===== src/rtl/pixel_pack_writer_if.sv =====
// Pixel stream in, packed line-buffer writes out.
// slave = packer side, master = producer/line buffer side.
interface pixel_pack_writer_if #(
  parameter int PIX_W  = 2,
  parameter int WORD_W = 32,
  parameter int ADDR_W = 6
);
  logic              in_valid;
  logic [PIX_W-1:0]  in_pixel;
  logic              in_last;
  logic              in_ready;
  logic              wr_valid;
  logic [ADDR_W-1:0] wr_addr;
  logic [WORD_W-1:0] wr_data;
  logic              wr_ready;
  logic              line_done;
  logic              err_overflow;

  modport slave (
    input  in_valid, in_pixel, in_last, wr_ready,
    output in_ready, wr_valid, wr_addr, wr_data,
    output line_done, err_overflow
  );

  modport master (
    output in_valid, in_pixel, in_last, wr_ready,
    input  in_ready, wr_valid, wr_addr, wr_data,
    input  line_done, err_overflow
  );
endinterface


===== src/rtl/pixel_pack_writer.sv =====
// Packs 2-bit pixels LSB-first into words and writes them to the line buffer.
// Ports: clk, reset (sync, active-high), bus (pixel in / word write out).
module pixel_pack_writer #(
  parameter int              PIX_W      = 2,
  parameter int              WORD_W     = 32,
  parameter int              ADDR_W     = 6,
  parameter int              LINE_WORDS = 40,
  parameter logic [PIX_W-1:0] PAD       = '0
) (
  input logic                 clk,
  input logic                 reset,
  pixel_pack_writer_if.slave  bus
);
  localparam int PPW = WORD_W / PIX_W;
  localparam int CW  = $clog2(PPW);
  localparam logic [ADDR_W-1:0] END_ADDR = ADDR_W'(LINE_WORDS - 1);
  localparam logic [CW-1:0]     END_CNT  = CW'(PPW - 1);

  logic [WORD_W-1:0] pack_q, pack_d;
  logic [WORD_W-1:0] ins_c, word_c;
  logic [CW-1:0]     cnt_q, cnt_d;
  logic              wv_q, wv_d;
  logic [ADDR_W-1:0] addr_q, addr_d;
  logic [WORD_W-1:0] data_q, data_d;
  logic              last_q, last_d;
  logic              ld_q, ld_d;
  logic              err_q, err_d;
  logic              rdy, acc, xfer, done;

  assign rdy  = !wv_q || bus.wr_ready;
  assign acc  = bus.in_valid && rdy;
  assign xfer = wv_q && bus.wr_ready;
  assign done = acc && (cnt_q == END_CNT || bus.in_last);

  // ins_c: pack with the incoming pixel dropped in its slot.
  // word_c: same, but every slot above it forced to PAD.
  always_comb begin
    ins_c  = pack_q;
    word_c = pack_q;
    for (int i = 0; i < PPW; i++) begin
      if (i == int'(cnt_q)) begin
        ins_c[i*PIX_W +: PIX_W]  = bus.in_pixel;
        word_c[i*PIX_W +: PIX_W] = bus.in_pixel;
      end else if (i > int'(cnt_q)) begin
        word_c[i*PIX_W +: PIX_W] = PAD;
      end
    end
  end

  always_comb begin
    pack_d = pack_q;
    cnt_d  = cnt_q;
    wv_d   = wv_q;
    addr_d = addr_q;
    data_d = data_q;
    last_d = last_q;
    err_d  = err_q;
    ld_d   = xfer && last_q;
    if (acc) begin
      pack_d = ins_c;
      cnt_d  = cnt_q + 1'b1;
    end
    if (xfer) begin
      wv_d = 1'b0;
      if (last_q || addr_q == END_ADDR) addr_d = '0;
      else addr_d = addr_q + 1'b1;
      if (!last_q && addr_q == END_ADDR) err_d = 1'b1;
    end
    if (done) begin
      pack_d = '0;
      cnt_d  = '0;
      wv_d   = 1'b1;
      data_d = word_c;
      last_d = bus.in_last;
    end
  end

  always_ff @(posedge clk) begin
    if (reset) begin
      pack_q <= '0;
      cnt_q  <= '0;
      wv_q   <= 1'b0;
      addr_q <= '0;
      data_q <= '0;
      last_q <= 1'b0;
      ld_q   <= 1'b0;
      err_q  <= 1'b0;
    end else begin
      pack_q <= pack_d;
      cnt_q  <= cnt_d;
      wv_q   <= wv_d;
      addr_q <= addr_d;
      data_q <= data_d;
      last_q <= last_d;
      ld_q   <= ld_d;
      err_q  <= err_d;
    end
  end

  assign bus.in_ready     = rdy;
  assign bus.wr_valid     = wv_q;
  assign bus.wr_addr      = addr_q;
  assign bus.wr_data      = data_q;
  assign bus.line_done    = ld_q;
  assign bus.err_overflow = err_q;
endmodule


===== src/flat_wrapper.sv =====
// flat-port wrapper written by rule: the top's interface ports become plain ports
module pixel_pack_writer_flat 
#(
  parameter int              PIX_W      = 2,
  parameter int              WORD_W     = 32,
  parameter int              ADDR_W     = 6,
  parameter int              LINE_WORDS = 40,
  parameter logic [PIX_W-1:0] PAD       = '0
)
  (clk, reset, bus_in_valid, bus_in_pixel, bus_in_last, bus_wr_ready, bus_in_ready, bus_wr_valid, bus_wr_addr, bus_wr_data, bus_line_done, bus_err_overflow);
  pixel_pack_writer_if #(.PIX_W(PIX_W), .WORD_W(WORD_W), .ADDR_W(ADDR_W)) bus_i ();
  input logic clk;
  input logic reset;
  input wire logic [$bits(bus_i.in_valid)-1:0] bus_in_valid;
  input wire logic [$bits(bus_i.in_pixel)-1:0] bus_in_pixel;
  input wire logic [$bits(bus_i.in_last)-1:0] bus_in_last;
  input wire logic [$bits(bus_i.wr_ready)-1:0] bus_wr_ready;
  output wire logic [$bits(bus_i.in_ready)-1:0] bus_in_ready;
  output wire logic [$bits(bus_i.wr_valid)-1:0] bus_wr_valid;
  output wire logic [$bits(bus_i.wr_addr)-1:0] bus_wr_addr;
  output wire logic [$bits(bus_i.wr_data)-1:0] bus_wr_data;
  output wire logic [$bits(bus_i.line_done)-1:0] bus_line_done;
  output wire logic [$bits(bus_i.err_overflow)-1:0] bus_err_overflow;
  assign bus_i.in_valid = bus_in_valid;
  assign bus_i.in_pixel = bus_in_pixel;
  assign bus_i.in_last = bus_in_last;
  assign bus_i.wr_ready = bus_wr_ready;
  assign bus_in_ready = bus_i.in_ready;
  assign bus_wr_valid = bus_i.wr_valid;
  assign bus_wr_addr = bus_i.wr_addr;
  assign bus_wr_data = bus_i.wr_data;
  assign bus_line_done = bus_i.line_done;
  assign bus_err_overflow = bus_i.err_overflow;
  pixel_pack_writer #(.PIX_W(PIX_W), .WORD_W(WORD_W), .ADDR_W(ADDR_W), .LINE_WORDS(LINE_WORDS), .PAD(PAD)) u_core (.clk(clk), .reset(reset), .bus(bus_i));
endmodule

===== config.mk =====
export PLATFORM = sky130hd
export DESIGN_NAME = pixel_pack_writer_flat
export DESIGN_NICKNAME = d
export VERILOG_FILES = /design/src/rtl/pixel_pack_writer_if.sv /design/src/rtl/pixel_pack_writer.sv /design/src/flat_wrapper.sv
export SDC_FILE = /design/constraint.sdc
export NUM_CORES = 1
export LEC_CHECK = 0
export CORE_MARGIN = 10
export CORE_UTILIZATION = 50
export DETAILED_ROUTE_END_ITERATION = 8
export PLACE_DENSITY = 0.82
export SETUP_SLACK_MARGIN = 0.5
export SYNTH_ARGS = -nofsm -noshare
export SYNTH_HDL_FRONTEND = slang
export SYNTH_SLANG_ARGS = --single-unit

===== constraint.sdc =====
create_clock -name clk -period 2.4 [get_ports clk]
set_clock_uncertainty 0.2 [all_clocks]
set_input_delay 0.48 -clock clk [delete_from_list [all_inputs] [get_ports clk]]
set_output_delay 0.48 -clock clk [all_outputs]
set_load 0.05 [all_outputs]

==> impl_summary.txt <==
----------------------------------------------------
[Logic synthesis]
  Count of different cell masters after synthesis ... 50
  Seq cells post-synth ... between 70 and 80
  Cell with the most instances after synthesis ... sky130_fd_sc_hd__dfxtp_1
  Synth async-reset ratio ... 0
  Post-Synth Simple-Gate Area ... 0.215
  Total standard cell area after synthesis ... 0.00353 mm2
  Fraction of the mapped netlist area in adder cells ... 0.0212
  Syn avg cell area ... 9.15 um2
  Dominant combinational cell family by area after synthesis ... simple AND/OR/NAND/NOR gates
  Fraction of synthesized cell area taken by the top area cell type ... 0.431
  Share of the yosys chip area belonging to registers ... 0.431
  Main area contributors after synthesis ... sky130_fd_sc_hd__dfxtp_1 43%, sky130_fd_sc_hd__mux2i_1 9.9%, sky130_fd_sc_hd__nor2_1 6.2%
  Mux contribution to synthesized area ... 0.106
  Number of nets produced by synthesis ... 399
  List of most frequent post-synthesis cells ... 76 x sky130_fd_sc_hd__dfxtp_1, 58 x sky130_fd_sc_hd__nor2_1, 35 x sky130_fd_sc_hd__mux2i_1, 22 x sky130_fd_sc_hd__nand2_1, 17 x sky130_fd_sc_hd__nand3_1
  EDFF count, synth ... 0
  Leading register cell type out of synthesis ... sky130_fd_sc_hd__dfxtp_1
  Synth Instances ... 386
  Cell type with the highest aggregate area in the netlist ... sky130_fd_sc_hd__dfxtp_1
  Yosys warning count ... 0
  Compound-gate portion of the synthesized area ... 0.151
  Xor and xnor area share after synthesis ... 0.0174

[STA]
  RSZ-0062 raised after global routing ... yes
  Final count of negative-setup-slack endpoints ... 0
  Actual transition at the worst max-transition pin ... 0.494 ns
  Slack of the critical path ... 0.527 ns
  Number of pins with negative max-slew slack in the final report ... 0
  Worst-case headroom to the max-slew limit ... 0.672
  Fin crit period ... 1.87 ns
  Achievable Freq ... around 530 MHz
  Final count of hold timing violations ... 0
  Post-route fraction of the period consumed by the critical path ... 0.780
  Setup_tns ... 0 ns

[Power]
  Leak pwr ... roughly 1.8 nW
  PD cells ... about 570 mW/mm2
  Overall power consumption ... 0.00249 W
  Peak VDD IR ... 0.287 mV

[Drt]
  Count of nets left with antenna violations after detail routing ... 0
  Drt first-iter violations ... ~260
  Pre-antenna DRT Iters ... 6
  Vias per inst ... 5.66
  Number of design rule violations left after detail routing ... 0
  Final wirelength ... 8.95 mm
  Final routed wire length divided by cell count ... 16.6 um
  Routed vias ... just over 3k

[Critical path]
  Slowest cell on the critical path ... sky130_fd_sc_hd__clkdlybuf4s15_1
  Critical path class ... reg2out
  Startpoint type of the worst setup path ... register
  Maximum fanout along the worst path ... 2
  Reg-to-reg setup timing slack ... 0.53 ns
  Depth of the critical timing path with buffers and inverters included ... 1
  Worst reg2reg path endpoint ... u_core.bus.wr_data[13]
  Critical Path, Cell by Cell ... clkdlybuf4s15_1
  Crit path buf inv count ... 1
  Worst setup EP type ... output pin
  Logic depth of the worst register-to-register path ... 6
  Beginning of the worst register-to-register path ... u_core.cnt_q[0]
  CP Data Arrival Time ... between 1 and 1.5 ns
  Data required time at the worst endpoint ... 1.72 ns
  CP max stage delay ... 0.50 ns
  Crit-path leading delay family ... buffers and inverters

[GRT]
  GRT Residual Overflow ... 0
  Vias in the first global route ... 2922
  Maximum number of pins on one net before global-route repair ... 33
  Number of antenna violations at the first check in global routing ... 0
  Total global routing track utilization ... 0.161
  First-pass GRT wire length ... approximately 15 mm

[Clocking]
  Hold buffer count at cts ... 0
  Total clock buffers created by CTS ... 9
  Root Buffer Master ... sky130_fd_sc_hd__clkbuf_8
  Clock insertion delay at the later pin of the skew report ... 0.36 ns
  H-tree levels ... 3
  Clock transition at the registers of the reported paths ... about 0.07 ns
  Max clock buf depth ... 2
  TritonCTS clock tree ... yes
  CTS Sinks ... 76

[Finish]
  Area delta synth->final ... 24.6%
  Ratio of cells with drive above 1 in the final layout ... 0.275
  Number of fill cells ... 570
  Number of nets at the end of the flow ... 452
  Antenna cell count ... 0
  Final std cells w/o fill ... 539

[Place]
  Worst Setup Slack post-DPL ... between 0.02 and 0.03 ns
  Placed Cells incl. Taps ... between 500 and 600
  Number of I/O port buffers ... 48
  Dpl hpwl ... 6.31 mm
  GP Congestion ... between 0.8 and 0.9

[Run status]
  Run status ... complete, no violations

[Floorplanning]
  Initial core utilization ... 0.517
  Floorplan core area ... 0.00683 mm2
  Horizontal die dimension ... 104 um
  Number of primary I/O pins ... 49
  Die footprint ... around 0.011 mm2
  Die outline height ... 104 um
  Number of rows in the core area ... 30

[Min path]
  Number of cells on the worst hold path ... 2
  Startpoint of the tightest hold check path ... u_core.bus.wr_data[16]
  Class of the tightest hold or removal check ... reg2reg
  Worst Hold Path EP ... u_core.bus.wr_data[16]

[Job]
  Max cap viols ... 0

----------------------------------------------------
-- stage by stage --
step,util,hold WS (ns),instance area (um2)
global placement,0.615,0.235,4200
global route,0.645,0.284,4400
finish,0.645,0.253,4400
CTS,0.647,0.258,4420
detailed placement,0.615,0.248,4200
floorplan,-,0.253,3540
-- cell usage in the layout, fill, tap and decap left out, drive strengths merged, types with 5 or more instances in the layout --
cell            n
nand3          18
clkbuf         32
xor2            5
o21ai          13
dfxtp          76
a211oi         10
a32oi           6
nor3            5
buf            31
clkdlybuf4s15  19
nand2b          5
nand4          11
nor3b           5
a21oi          15
nor2           59
nand2          23
mux2i          35
ha              6
-- area by class of cell --
class,count,area [um2],area share
multi-input cells,270,1920,0.436
flip-flops and latches,76,1530,0.348
inverters,5,30.0,0.00682
repair buffers,77,652,0.148
clock buffers,12,135,0.0307
clock inverters,3,15.0,0.00341
well taps,96,120,0.0273
-- routing by layer --
metal	part of all wire	global-route usage	vias to the layer above	wire length [um]
li1	-	-	1472	-
met1	0.46	0.199	1451	4090
met2	0.46	0.259	109	4140
met3	0.058	0.0409	19	521
met4	0.023	0.0696	0	202
met5	0	0	-	0
-- sequential cells by signal (all words and copies together) (netlist names) --
register                 flops
u_core.bus.err_overflow      1
u_core.last_q                1
u_core.bus.wr_valid          1
u_core.pack_q               30
u_core.bus.wr_data          32
u_core.bus.line_done         1
u_core.cnt_q                 4
u_core.bus.wr_addr           6
-- power by group --
part	leakage [nW]	switching, W	total [W]	internal (W)
logic	1.06	0.000233	0.000370	0.000136
registers	0.618	0.0000217	0.00131	0.00129
clock network	0.0800	0.000451	0.000816	0.000365
-- repair_timing --
| action | 4_1_cts | 5_1_grt |
|---|---|---|
| gates resized for setup | 114 | 40 |
| buffers inserted | 0 | 2 |
| setup endpoints to repair | 89 | 56 |
| hold endpoints to repair | 0 | 0 |
-- logic make-up after synthesis --
kind of cell,count (synthesis)
AO/OA/AOI/OAI,71
flip-flops,76
AND/OR/NAND/NOR,149
XOR/XNOR,7
adder cells (fa/ha/maj),6
multiplexers,37
buffers and inverters,40
-- worst max-delay path by stage --
| stage | from | endpoint | slack, ns |
|---|---|---|---|
| after global placement | bus_in_valid | u_core.bus.wr_data[25] | 0.08 |
| after floorplan | u_core.cnt_q[0] | u_core.bus.wr_data[12] | 0.54 |
| after global routing | u_core.cnt_q[0] | u_core.pack_q[20] | 0.45 |
| final | u_core.bus.wr_data[15] | bus_wr_data[15] | 0.53 |
| after CTS | u_core.bus.wr_addr[2] | bus_wr_addr[2] | 0.37 |
| after detailed placement | bus_in_valid | u_core.pack_q[22] | 0.03 |
(Power assumes the default switching activity.)
